===== src/rtl/uart_word_sequencer_pkg.sv =====
// Shared definitions for the UART RX word sequencer: FSM encoding, packing
// defaults and the byte-lane index width helper.
package uart_word_sequencer_pkg;

    localparam int DEF_BYTES_PER_WORD = 4;
    localparam int DEF_TIMEOUT_CYC    = 1024;
    localparam int DEF_CNT_W          = 16;

    // A one-lane word still needs a 1-bit index so the packer logic stays uniform.
    function automatic int idx_width(input int n);
        return (n > 1) ? $clog2(n) : 1;
    endfunction

    localparam int BYTE_IDX_W = idx_width(DEF_BYTES_PER_WORD);

    typedef enum logic [1:0] {
        ST_IDLE = 2'd0,
        ST_WAIT = 2'd1,
        ST_CAPT = 2'd2,
        ST_PUSH = 2'd3
    } seq_state_e;

endpackage


===== src/rtl/uart_word_sequencer_if.sv =====
// Word hand-off channel between the sequencer (master) and the core consumer (slave).
interface uart_word_sequencer_if #(
    parameter int WORD_W = 32
) ();

    logic [WORD_W-1:0] word;
    logic              word_valid;
    logic              word_ready;

    modport master (
        output word,
        output word_valid,
        input  word_ready
    );

    modport slave (
        input  word,
        input  word_valid,
        output word_ready
    );

endinterface


===== src/rtl/uart_timeout_ctr.sv =====
// Consecutive-cycle counter with clear, enable and a terminal-count flag that is
// high on the TERMINAL-th enabled cycle. Shared by the RX and TX sequencers.
module uart_timeout_ctr #(
    parameter int TERMINAL = 1024
) (
    input  logic Clk,
    input  logic Rst,
    input  logic i_clear,
    input  logic i_enable,
    output logic o_terminal
);

    localparam int CTR_W = (TERMINAL > 1) ? $clog2(TERMINAL) : 1;
    localparam logic [CTR_W-1:0] LAST_CNT = CTR_W'(TERMINAL - 1);

    logic [CTR_W-1:0] r_count;
    logic             w_at_last;

    assign w_at_last  = (r_count == LAST_CNT);
    assign o_terminal = w_at_last;

    // NOTE: sequential state uses non-blocking assignments so every register
    // samples the pre-edge values, independent of statement order.
    always_ff @(posedge Clk or negedge Rst) begin
        if (!Rst) begin
            r_count <= '0;
        end else if (i_clear) begin
            r_count <= '0;
        end else if (i_enable) begin
            r_count <= w_at_last ? '0 : r_count + CTR_W'(1);
        end
    end

endmodule


===== src/rtl/uart_word_sequencer.sv =====
// Drains the UART RX byte FIFO, packs bytes little-endian into words and hands
// them out over a valid/ready channel; stops on a word count or an empty-FIFO timeout.
module uart_word_sequencer
    import uart_word_sequencer_pkg::*;
#(
    parameter int BYTES_PER_WORD = DEF_BYTES_PER_WORD,
    parameter int TIMEOUT_CYC    = DEF_TIMEOUT_CYC,
    parameter int CNT_W          = DEF_CNT_W
) (
    input  logic                  Clk,
    input  logic                  Rst,
    input  logic                  i_start,
    input  logic [CNT_W-1:0]      i_word_count,
    input  logic                  i_fifo_empty,
    output logic                  o_fifo_rd,
    input  logic [7:0]            i_fifo_data,
    output logic                  o_busy,
    output logic                  o_done,
    output logic                  o_timeout,
    uart_word_sequencer_if.master word_if
);

    localparam int WORD_W = 8 * BYTES_PER_WORD;
    localparam int IDX_W  = idx_width(BYTES_PER_WORD);
    localparam logic [IDX_W-1:0] LAST_IDX = IDX_W'(BYTES_PER_WORD - 1);

    seq_state_e         r_state;
    logic [IDX_W-1:0]   r_byte_idx;
    logic [WORD_W-1:0]  r_word;
    logic [CNT_W-1:0]   r_count;
    logic               r_valid;
    logic               r_done;
    logic               r_timeout;

    logic               w_to_clear;
    logic               w_to_enable;
    logic               w_to_expired;

    // Reads only from WAIT with data present: never on empty, never past the count.
    assign o_fifo_rd   = (r_state == ST_WAIT) && !i_fifo_empty;
    assign o_busy      = (r_state != ST_IDLE);
    assign o_done      = r_done;
    assign o_timeout   = r_timeout;
    assign word_if.word       = r_word;
    assign word_if.word_valid = r_valid;

    // The timer only measures the current empty stretch in WAIT.
    assign w_to_clear  = (r_state != ST_WAIT);
    assign w_to_enable = (r_state == ST_WAIT) && i_fifo_empty;

    uart_timeout_ctr #(
        .TERMINAL (TIMEOUT_CYC)
    ) u_timeout_ctr (
        .Clk        (Clk),
        .Rst        (Rst),
        .i_clear    (w_to_clear),
        .i_enable   (w_to_enable),
        .o_terminal (w_to_expired)
    );

    // NOTE: every register here, the packed word included, is a flop bank rather
    // than a memory, so all of it takes the async reset.
    always_ff @(posedge Clk or negedge Rst) begin
        if (!Rst) begin
            r_state    <= ST_IDLE;
            r_byte_idx <= '0;
            r_word     <= '0;
            r_count    <= '0;
            r_valid    <= 1'b0;
            r_done     <= 1'b0;
            r_timeout  <= 1'b0;
        end else begin
            r_done <= 1'b0;
            case (r_state)
                ST_IDLE: begin
                    if (i_start) begin
                        if (i_word_count != '0) begin
                            r_count    <= i_word_count;
                            r_timeout  <= 1'b0;
                            r_byte_idx <= '0;
                            r_state    <= ST_WAIT;
                        end else begin
                            r_done <= 1'b1;
                        end
                    end
                end

                ST_WAIT: begin
                    if (!i_fifo_empty) begin
                        r_state <= ST_CAPT;
                    end else if (w_to_expired && w_to_enable) begin
                        r_timeout  <= 1'b1;
                        r_byte_idx <= '0;
                        r_word     <= '0;
                        r_state    <= ST_IDLE;
                    end
                end

                ST_CAPT: begin
                    r_word[{r_byte_idx, 3'b000} +: 8] <= i_fifo_data;
                    if (r_byte_idx == LAST_IDX) begin
                        r_byte_idx <= '0;
                        r_valid    <= 1'b1;
                        r_state    <= ST_PUSH;
                    end else begin
                        r_byte_idx <= r_byte_idx + IDX_W'(1);
                        r_state    <= ST_WAIT;
                    end
                end

                ST_PUSH: begin
                    if (word_if.word_ready) begin
                        r_valid <= 1'b0;
                        if (r_count != '0) begin
                            r_count <= r_count - CNT_W'(1);
                        end
                        if (r_count <= CNT_W'(1)) begin
                            r_done  <= 1'b1;
                            r_state <= ST_IDLE;
                        end else begin
                            r_state <= ST_WAIT;
                        end
                    end
                end

                default: r_state <= ST_IDLE;
            endcase
        end
    end

endmodule


===== src/flat_wrapper.sv =====
// flat-port wrapper written by rule: the top's interface ports become plain ports
module uart_word_sequencer_flat import uart_word_sequencer_pkg::*;
#(
    parameter int BYTES_PER_WORD = DEF_BYTES_PER_WORD,
    parameter int TIMEOUT_CYC    = DEF_TIMEOUT_CYC,
    parameter int CNT_W          = DEF_CNT_W
)
  (Clk, Rst, i_start, i_word_count, i_fifo_empty, o_fifo_rd, i_fifo_data, o_busy, o_done, o_timeout, word_if_word, word_if_word_valid, word_if_word_ready);
  uart_word_sequencer_if #(.WORD_W(32)) word_if_i ();
  input  logic Clk;
  input  logic Rst;
  input  logic i_start;
  input  logic [CNT_W-1:0] i_word_count;
  input  logic i_fifo_empty;
  output logic o_fifo_rd;
  input  logic [7:0] i_fifo_data;
  output logic o_busy;
  output logic o_done;
  output logic o_timeout;
  output wire logic [$bits(word_if_i.word)-1:0] word_if_word;
  output wire logic [$bits(word_if_i.word_valid)-1:0] word_if_word_valid;
  input wire logic [$bits(word_if_i.word_ready)-1:0] word_if_word_ready;
  assign word_if_word = word_if_i.word;
  assign word_if_word_valid = word_if_i.word_valid;
  assign word_if_i.word_ready = word_if_word_ready;
  uart_word_sequencer #(.BYTES_PER_WORD(BYTES_PER_WORD), .TIMEOUT_CYC(TIMEOUT_CYC), .CNT_W(CNT_W)) u_core (.Clk(Clk), .Rst(Rst), .i_start(i_start), .i_word_count(i_word_count), .i_fifo_empty(i_fifo_empty), .o_fifo_rd(o_fifo_rd), .i_fifo_data(i_fifo_data), .o_busy(o_busy), .o_done(o_done), .o_timeout(o_timeout), .word_if(word_if_i));
endmodule

===== config.mk =====
export PLATFORM = sky130hd
export DESIGN_NAME = uart_word_sequencer_flat
export DESIGN_NICKNAME = d
export VERILOG_FILES = /design/src/rtl/uart_word_sequencer_pkg.sv /design/src/rtl/uart_word_sequencer_if.sv /design/src/rtl/uart_timeout_ctr.sv /design/src/rtl/uart_word_sequencer.sv /design/src/flat_wrapper.sv
export SDC_FILE = /design/constraint.sdc
export NUM_CORES = 1
export LEC_CHECK = 0
export BUFFER_PORTS_ARGS = -buffer_cell sky130_fd_sc_hd__buf_2
export CAP_MARGIN = 0
export CORE_MARGIN = 1
export CORE_UTILIZATION = 40
export CTS_BUF_LIST = sky130_fd_sc_hd__clkbuf_8
export DETAILED_ROUTE_END_ITERATION = 8
export GPL_ROUTABILITY_DRIVEN = 1
export GPL_TIMING_DRIVEN = 0
export SLEW_MARGIN = 20
export SYNTH_ARGS = -nofsm -noshare
export SYNTH_HDL_FRONTEND = slang
export SYNTH_SLANG_ARGS = --single-unit

===== constraint.sdc =====
create_clock -name Clk -period 3.3 [get_ports Clk]
set_input_delay 0.165 -clock Clk [delete_from_list [all_inputs] [get_ports Clk]]
set_output_delay 0.165 -clock Clk [all_outputs]
set_load 0.01 [all_outputs]

# Word-level counts from Yosys, hierarchy flattened
# Cells that the tools add are included.
# totals
ff_bits	65
inputBits	29
out_inout_bits	37
elab_cells	87
# classes
addsub	4
magnitude_cmp	1
eq_ne	14
shift	2
mux	38
reduce_logical	20
# op_table
operator	n
16-bit 2-to-1 mux	4
32-bit 2-to-1 mux	2
32-bit case mux with 2 select lines	1
32-bit bitwise mux	1
16-bit case mux with 2 select lines	1
16-bit nonzero test	2
8-bit by 7-bit variable shift with 32-bit output, first input constant	1
8-bit by 7-bit variable part select with 32-bit output	1
10-bit 2-to-1 mux	3
2-bit 2-to-1 mux	10
16-bit by 1-bit less-or-equal comparator with 1-bit output, second input constant	1
16-bit by 1-bit subtractor with 16-bit output, second input constant	1
5-bit AND reduction	3
2-bit nonzero test	6
1-bit 2-to-1 mux	11
10-bit by 1-bit adder with 10-bit output, second input constant	1
10-bit == test, second input constant	1
2-bit by 1-bit inequality test with 1-bit output, second input constant	4
2-bit inequality test, second input constant	4
2-bit case mux with 4 select lines	1
5-bit negation with 7-bit output	1
2-bit == test, second input constant	3
1-bit case mux with 2 select lines	3
2-bit case mux with 3 select lines	1
other kinds (9)	12

# Depth between registers and ports, before layout
# Gate-level depths: netlist of run 1.
# logic_depth
ltp_word	6
ltp_mapped	9
ltp_nobuf	7

# Cells and area by module
# Synthesis of run 1 repeated with hierarchy kept, for this count alone.
# unflattened
cells_unflattened	388
area_unflattened_um2	3542.1
# modules_own_cells
mod	instances	cells_per_inst	area_each_um2	seq_area_each_um2
uart_word_sequencer	1	327	2979.1	1376.3
uart_timeout_ctr	1	61	563.0	250.2

# Worst setup path after synthesis of run 1
# OpenSTA, ideal clock, no wires.
# synth_timing
kind	reg-to-reg
startpoint	register u_core.r_state[0]
endpoint	register u_core.r_count[8]
setup_ps	126
t_arrival_ps	1811
t_required_ps	3174
setup_slack_ps	1363
path_stages_with_launch	9
n_path_buf	2
synth_period_minus_slack_ps	1937
path_cell_list	dfrtp_1 -> inv_1 -> ha_1 -> nor2b_1 -> clkbuf_1 -> o221a_1 -> buf_6 -> nor2b_1 -> a311o_1
# synth_via
elab_chain_cells	3
word_cells_on_any_way	9
classes_between	5 x eq/ne; 1 x mux; 3 x reduce/logical
# synth_rtl
element	line_no	rtl
start: declaration	uart_word_sequencer.sv:27	seq_state_e r_state;
start signal: assignment	uart_word_sequencer.sv:65	r_state <= ST_IDLE;
start signal: assignment	uart_word_sequencer.sv:81	r_state <= ST_WAIT;
start signal: assignment	uart_word_sequencer.sv:90	r_state <= ST_CAPT;
2-bit == test / 2-bit zero test (equally long branches)	uart_word_sequencer.sv:74	case (r_state)
2-bit by 1-bit inequality test with 1-bit output (no line), or another cell as far along	--	
5-bit AND reduction (no line)	--	
end signal: assignment	uart_word_sequencer.sv:78	r_count <= i_word_count;
end signal: assignment	uart_word_sequencer.sv:115	r_count <= r_count - CNT_W'(1);
end: declaration	uart_word_sequencer.sv:30	logic [CNT_W-1:0] r_count;
# Several ways; a longest one is shown, not always the timed one.
# A chain may end at the register's enable or synchronous reset.

# Worst setup path after layout of run 1
# Same ends and word-level chain as after synthesis.

==> metrics.md, run 1 <==
| Metric | Value |
|---|---|
| Highest metal used | `met4` |
| Final Hold Fails | `0` |
| Post CTS Setup Buffer Count | `0` |
| Dpl hpwl | `between 7 and 8 mm` |
| Fin area | `between 4000 and 5000 um2` |
| Total congestion overflow | `0` |
| Synth Cell Area | `3660 um2` |
| Initial antenna violation count | `0` |
| PostCTS Resize Cnt | `0` |
| Async SR Flop Fraction | `100%` |
| Setup TNS Final | `0 ps` |
| Core area | `~8800 um2` |
| Worst r2r dst | `u_core.r_count[8]` |
| Crit path from | `u_core.r_state[0]` |
| Global-route wire length before repair | `approximately 17 mm` |
| Drt via density | `between 5 and 6` |
| # port buffers | `between 60 and 70` |
| # fillers | `849` |
| Clk_lat worst skew | `~350 ps` |
| Ys Warns | `0` |
| Drt pass-1 iters | `6` |
| Clock-pin slew on the worst setup and hold paths | `around 80 ps` |
| Total clock sinks | `65` |
| Setup crit end kind | `register` |
| Crit share post-route | `between 70 and 80%` |
| CTS tree | `built` |
| DR WL met2 | `between 4 and 5 mm` |
| Max-Cap Viols | `0` |
| Util after Layout | `49.7%` |
| Top_reg_cell synth | `dfrtp_1` |
| FF+latch count, synth | `65` |
| WL met1 | `approximately 4.5 mm` |
| Layout cells sized above 1 | `between 20% and 30%` |
| Peak VDD IR | `roughly 0.00035 V` |
| Setup ws final | `a little under 900 ps` |
| Worst-Margin Slew | `approximately 860 ps` |
| Clk root buf | `clkbuf_8` |
| RSZ-0062 raised after global routing | `no` |
| Fin cells | `between 500 and 600` |
| Syn-to-layout area delta | `19.6%` |
| Nets | `491` |
| Vias in the first global route | `about 3.3k` |
| Total power | `~3.5 mW` |
| DP Area | `4140 um2` |
| Fmax | `412 MHz` |
| Final setup violating endpoints | `0` |
| Pre-CTS WS | `947 ps` |
| Pins Over Slew Limit | `0` |
| Post-route DRC | `4` |
| Status | `finished with violations` |
| Longest Clk Path Bufs | `2` |
| Crit path kind | `register to register` |
| Ant. Diodes | `0` |
| Mapped Nets | `about 410` |
| HP Class | `primary input to register` |
| Worst R2R Setup Slack | `around 870 ps` |
| Hold depth | `2` |
| Max Clock Skew | `roughly 10 ps` |
| CP required | `3520 ps` |
| Post-Synthesis Cells | `~370` |
| Chip Width | `97.6 um` |
| Reg2reg path depth | `6` |
| Chip Height | `roughly 98 um` |
| Iter 0 DRT Violations | `slightly above 200` |
| # H-tree levels | `3` |
| Vias | `3232` |
| Largest net degree at the start of global routing | `34` |
| Worst EP arrival | `~2700 ps` |
| Hold endpoint | `u_core.word_if.word[7]` |
| Post-synth EDFFs | `0` |
| CP Launch Type | `register` |
| Global-route total usage across every layer | `22.0%` |
| Wirelength per Cell | `17.4 um` |
| CP max-delay cell | `nor2_1` |
| Hold_ws | `roughly 78 ps` |
| Mean post-synth cell area | `just under 10 um2` |
| P_leak | `around 1.9 nW` |
| Max incr delay on CP | `just over 600 ps` |
| Netlist cell types | `58` |
| Slew headroom | `a little over two fifths` |
| CP Max Fanout | `9` |
| IO Pins | `66` |
| Power density over the cells | `793 nW/um2` |
| Sequential area share after synthesis | `around 44%` |
| Fin crit period | `roughly 2400 ps` |
| Worst r2r src | `u_core.r_state[0]` |
| WL met3 | `about 650 um` |
| Num CTS Buffers | `9` |
| Routability cong. | `0.870` |
| Die area | `9530 um2` |
| Failing checks | `DRC` |
| Final WL | `about 9.8 mm` |
| HP Start | `i_fifo_data[7]` |
| Row count | `34` |
| Cell Chain, Critical Path | `inv_1 -> ha_1 -> nand4b_1 -> nor2_1 -> o41ai_1 -> a311o_1` |
| Placed insts | `545` |
| Initial Util | `41.5%` |
| Final ANT Viol Nets | `0` |
layer usage:
metal  track usage (%)  vias up
met2              33.2      116
met5                 0        -
li1                  -     1522
met3              5.54       20
met1              29.6     1574
met4              10.6        0
placed cells by master (no fill, tap or decap), types with 3 or more instances in the layout:
master	count
a22o_1	16
nand3_1	11
mux2i_1	20
a21oi_1	9
o21ai_1	10
dfrtp_1	65
nor3b_1	3
a31oi_1	4
nor3_1	20
clkbuf_8	9
nor2_1	19
nand2_1	40
o22ai_1	6
inv_1	28
clkbuf_1	6
nand2b_1	4
nand4_1	10
or3_1	3
buf_2	66
nor4_1	8
nor4_2	3
o31ai_1	3
nor4_4	5
nor2b_1	5
ha_1	13
xnor2_1	3
o21ai_0	9
o41ai_1	3
report_power, final:
group	switching [mW]	total [mW]	internal, mW	leakage (nW)
Clock	0.345	0.776	0.432	0.106
Combinational	0.856	1.42	0.561	0.912
Sequential	0.240	1.28	1.04	0.840
Total	1.44	3.47	2.03	1.86
cell families (layout without fill, tap and decap cells):
kind of cell | Yosys count | after routing | share of synthesized area, %
simple gates | 147 | 147 | 23.4
compound gates | 79 | 79 | 16.0
flops | 65 | 65 | 44.5
buf+inv | 41 | 124 | 4.69
mux | 22 | 22 | 6.09
fa+ha+maj | 13 | 13 | 4.45
xor+xnor | 4 | 4 | 0.958
sequential cells by signal, indices dropped and copies added (netlist names):
| name | cells |
|---|---|
| u_core.o_done | 1 |
| u_core.o_timeout | 1 |
| u_core.r_byte_idx | 2 |
| u_core.r_count | 16 |
| u_core.r_state | 2 |
| u_core.u_timeout_ctr.r_count | 10 |
| u_core.word_if.word | 32 |
| u_core.word_if.word_valid | 1 |
layout make-up:
type                    count  area, um2  area share, %
repair buffers             67        358           8.18
multi-input cells         265       1860           42.5
clock buffers               9        124           2.83
plain buffers              12       62.6           1.43
clock inverters             7        101           2.32
inverters                  29        109           2.49
flip-flops and latches     65       1630           37.2
well taps                 108        135           3.09
Yosys cell counts (2+ instances only):
library cell  number  area (um2)
a21oi_1            9        45.0
a21oi_4            2        32.5
a22o_1            16         140
a31oi_1            4        25.0
and3_1             2        12.5
and4b_1            2        20.0
buf_1              2        7.51
buf_2              2        10.0
buf_6              2        22.5
clkbuf_1           6        22.5
dfrtp_1           65        1630
ha_1              13         163
inv_1             28         105
mux2i_1           20         200
nand2_1           40         150
nand2b_1           4        25.0
nand3_1           11        55.1
nand3b_1           2        15.0
nand4_1           10        62.6
nor2_1            19        71.3
nor2_2             2        12.5
nor2b_1            5        31.3
nor3_1            20         100
nor3b_1            3        22.5
nor4_1             8        50.1
nor4_2             3        37.5
nor4_4             5         106
nor4b_1            2        17.5
o211ai_1           2        15.0
o21ai_0            9        45.0
o21ai_1           10        50.1
o221a_1            2        22.5
o22ai_1            6        37.5
o2bb2ai_1          2        17.5
o31a_1             2        17.5
o31ai_1            3        22.5
o41ai_1            3        26.3
or3_1              3        18.8
xnor2_1            3        26.3
critical path, delay by kind of cell (launching register included):
kind / cells / cell delay [ps]
fa+ha+maj: 1 / 310
simple gates: 2 / 870
compound gates: 2 / 540
flops: 1 / 450
buf+inv: 1 / 140
timing repair:
action	CTS	global route
setup endpoints to repair	0	0
hold buffers	1	0
hold endpoints to repair	32	0
worst max-delay path by stage:
stage                         endpoint  slack (ps)
finish               u_core.r_count[8]         870
global route        u_core.r_count[10]         730
CTS                  u_core.r_count[8]         910
detailed placement   u_core.r_count[8]         950
global placement     u_core.r_count[8]         970
floorplan            u_core.r_count[8]        1360
No activity file was read; power rests on OpenSTA's default activity.
==> run 2, diff against run 1 <==
==> constraint.sdc (replaced) <==
create_clock -name Clk -period 1.95 [get_ports Clk]
set_input_delay 0.0975 -clock Clk [delete_from_list [all_inputs] [get_ports Clk]]
set_output_delay 0.0975 -clock Clk [all_outputs]
set_load 0.01 [all_outputs]
==> run 2 against run 1 <==
Compared with the run above:
- the run ends with DRC, setup timing left
- worst hold slack lost 46 ps
- final cell count rose by 7.1%
- die area is the same
- fmax grew 23%
- via count is 7.3% higher
- critical path depth rose by 3
- critical path type unchanged
==> metrics.md, run 2 (same netlist as run 1, synthesis figures left out) <==
| Metric | Value |
|---|---|
| Final Hold Fails | `0 (unchanged)` |
| Post-route DRC | `4 (unchanged)` |
| Max-Cap Viols | `0 (unchanged)` |
| Worst EP arrival | `2230 ps (-420 ps)` |
| Global-route wire length before repair | `17.2 mm (+3.8%)` |
| Initial Util | `41.5% (unchanged)` |
| Drt via density | `5.76 (+0.20%)` |
| Internal power | `4.01 mW (+98%)` |
| Die area | `9530 um2 (unchanged)` |
| Setup crit end kind | `register` |
| Max Clock Skew | `8.83 ps (-1.18 ps)` |
| Status | `finished with violations` |
| Nets | `531 (+8.1%)` |
| Crit share post-route | `101% (+27 points)` |
| Final setup violating endpoints | `1 (+1)` |
| Layout cells sized above 1 | `37.7% (+15 points)` |
| Ant. Diodes | `0 (unchanged)` |
| Num CTS Buffers | `9 (unchanged)` |
| Peak VDD IR | `0.000607 V (+74%)` |
| Crit path kind | `register to register` |
| Initial antenna violation count | `0 (unchanged)` |
| Pre-CTS WS | `-403 ps (-1350 ps)` |
| CP Launch Type | `register` |
| Iter 0 DRT Violations | `266 (+32%)` |
| Comb pwr share | `47.8% (+7.0 points)` |
| Wirelength per Cell | `17.8 um (+2.5%)` |
| Clock-pin slew on the worst setup and hold paths | `80 ps (about the same)` |
| Fin crit period | `1970 ps (-462 ps)` |
| RSZ-0062 raised after global routing | `yes` |
| P_leak | `2.15 nW (+16%)` |
| Final ANT Viol Nets | `0 (unchanged)` |
| CP max-delay cell | `dfrtp_2` |
| Share of total power in the clock network | `19.4% (-3.0 points)` |
| Core area | `8810 um2 (unchanged)` |
| Failing checks | `DRC, setup timing` |
| Final WL | `10.7 mm (+9.8%)` |
| Worst-Margin Slew | `539 ps (-323 ps)` |
| Routability cong. | `0.870 (unchanged)` |
| Slew headroom | `64.1% (+22 points)` |
| Max FFs per register | `32 (unchanged)` |
| Chip Width | `97.6 um (unchanged)` |
| Switching share of power | `41.1% (-0.45 points)` |
| Clk_lat worst skew | `350 ps (about the same)` |
| Most used cells in the layout excluding fill and tap cells | `65 x buf_2, 56 x dfrtp_1, 41 x buf_4, 37 x nand2_1, 24 x inv_1` |
| IO Pins | `66 (unchanged)` |
| WP buf/inv | `3 (+2)` |
| Crit path top cell by count | `buf_6` |
| CP required | `2220 ps (-1300 ps)` |
| Largest net degree at the start of global routing | `34 (unchanged)` |
| Commonest non-fill, non-tap cell in the layout | `buf_2` |
| CTS tree | `built` |
| Sequential power share | `32.8% (-4.0 points)` |
| Setup ws final | `-17.7 ps (-888 ps)` |
| Crit-path leading delay family | `simple AND/OR/NAND/NOR gates` |
| Placed insts | `545 (unchanged)` |
| Pins Over Slew Limit | `0 (unchanged)` |
| Clk root buf | `clkbuf_8` |
| Vias in the first global route | `3430 (+3.8%)` |
| Power density over the cells | `1370 nW/um2 (+73%)` |
| Vias | `3469 (+7.3%)` |
| NetSw | `2.79 mW (+94%)` |
| Fmax | `508 MHz (+23%)` |
| Syn-to-layout area delta | `35.7%` |
| # H-tree levels | `3 (unchanged)` |
| Row count | `34 (unchanged)` |
| Max incr delay on CP | `430 ps (-190 ps)` |
| Global-route total usage across every layer | `22.9% (+0.80 points)` |
| Total clock sinks | `65 (unchanged)` |
| Longest Clk Path Bufs | `2 (unchanged)` |
| Dpl hpwl | `7.16 mm (unchanged)` |
| CP Max Fanout | `6 (-3)` |
| Cell Chain, Critical Path | `inv_2 -> ha_1 -> nor3b_4 -> a41oi_2 -> o221a_1 -> buf_6 -> buf_6 -> and4_1 -> nor3_2` |
| Fin cells | `602 (+7.1%)` |
| # port buffers | `65 (unchanged)` |
| HP Class | `primary input to register` |
| Total power | `6.81 mW (+96%)` |
| Chip Height | `97.6 um (unchanged)` |
| Total congestion overflow | `0 (unchanged)` |
| Drt pass-1 iters | `7 (+1)` |
-- run 2: changes by cell type in the layout (fill, tap and decap cells not counted), sizes merged --
cell | previous run | this run
clkbuf | 15 | 13
dlygate4sd3 | 1 | 2
buf | 72 | 113
-- run 2: final timing paths --
path	slack (ps)	start	endpoint	cells past startpoint
setup / recovery	-20	u_core.r_count[0]	u_core.r_count[14]	9
hold / removal	30	i_fifo_data[0]	u_core.word_if.word[16]	2
setup reg to reg	-20	u_core.r_count[0]	u_core.r_count[14]	9
hold reg to reg	500	u_core.u_timeout_ctr.r_count[3]	u_core.u_timeout_ctr.r_count[3]	1
max in group asynchronous	1170	Rst	u_core.r_count[13]	3
min in group asynchronous	230	Rst	u_core.r_count[4]	2
-- run 2: area by class of cell --
class,count,area (um2)
fillers,764,3840
multi-input cells,265,2070
flip-flops and latches,65,1640
repair buffers,110,712
well taps,108,135
clock buffers,9,124
inverters,29,111
clock inverters,7,101
plain buffers,9,77.6
-- run 2: routing by layer --
| layer | track usage [%] | up-vias | share of wire (%) |
|---|---|---|---|
| met5 | 0 | - | 0 |
| met4 | 11.7 | 0 | 3.3 |
| met1 | 29.6 | 1667 | 44 |
| met2 | 34.9 | 161 | 45 |
| met3 | 6.40 | 37 | 7.7 |
| li1 | - | 1604 | - |
-- run 2: stage by stage --
stage | hold slack [ps] | instance area (um2) | utilization [%] | setup TNS [ps]
floorplan | -198 | 3660 | - | 0
global placement | 361 | 4120 | 46.8 | -6630
detailed placement | 79.7 | 4140 | 47.0 | -8260
CTS | 9.85 | 4640 | 52.7 | 0
global route | 18.0 | 4970 | 56.4 | -309
finish | 32.2 | 4970 | 56.4 | -17.7
-- run 2: timing repair --
action	in CTS	in global routing
gates resized for setup	30	41
setup buffers	16	26
pin swaps	9	14
endpoints found under the hold margin	34	0
hold buffers	2	0
setup endpoints to repair	55	55
-- run 2: power groups by stage --
stage | Clock (mW) | Sequential [mW] | Combinational, mW
after CTS | 1.34 | 2.22 | 2.66
after detailed placement | 0 | 2.16 | 2.40
final | 1.32 | 2.24 | 3.25
after floorplan | 0 | 2.20 | 1.56
after global routing | 1.40 | 2.29 | 3.52
after global placement | 0 | 2.15 | 2.34
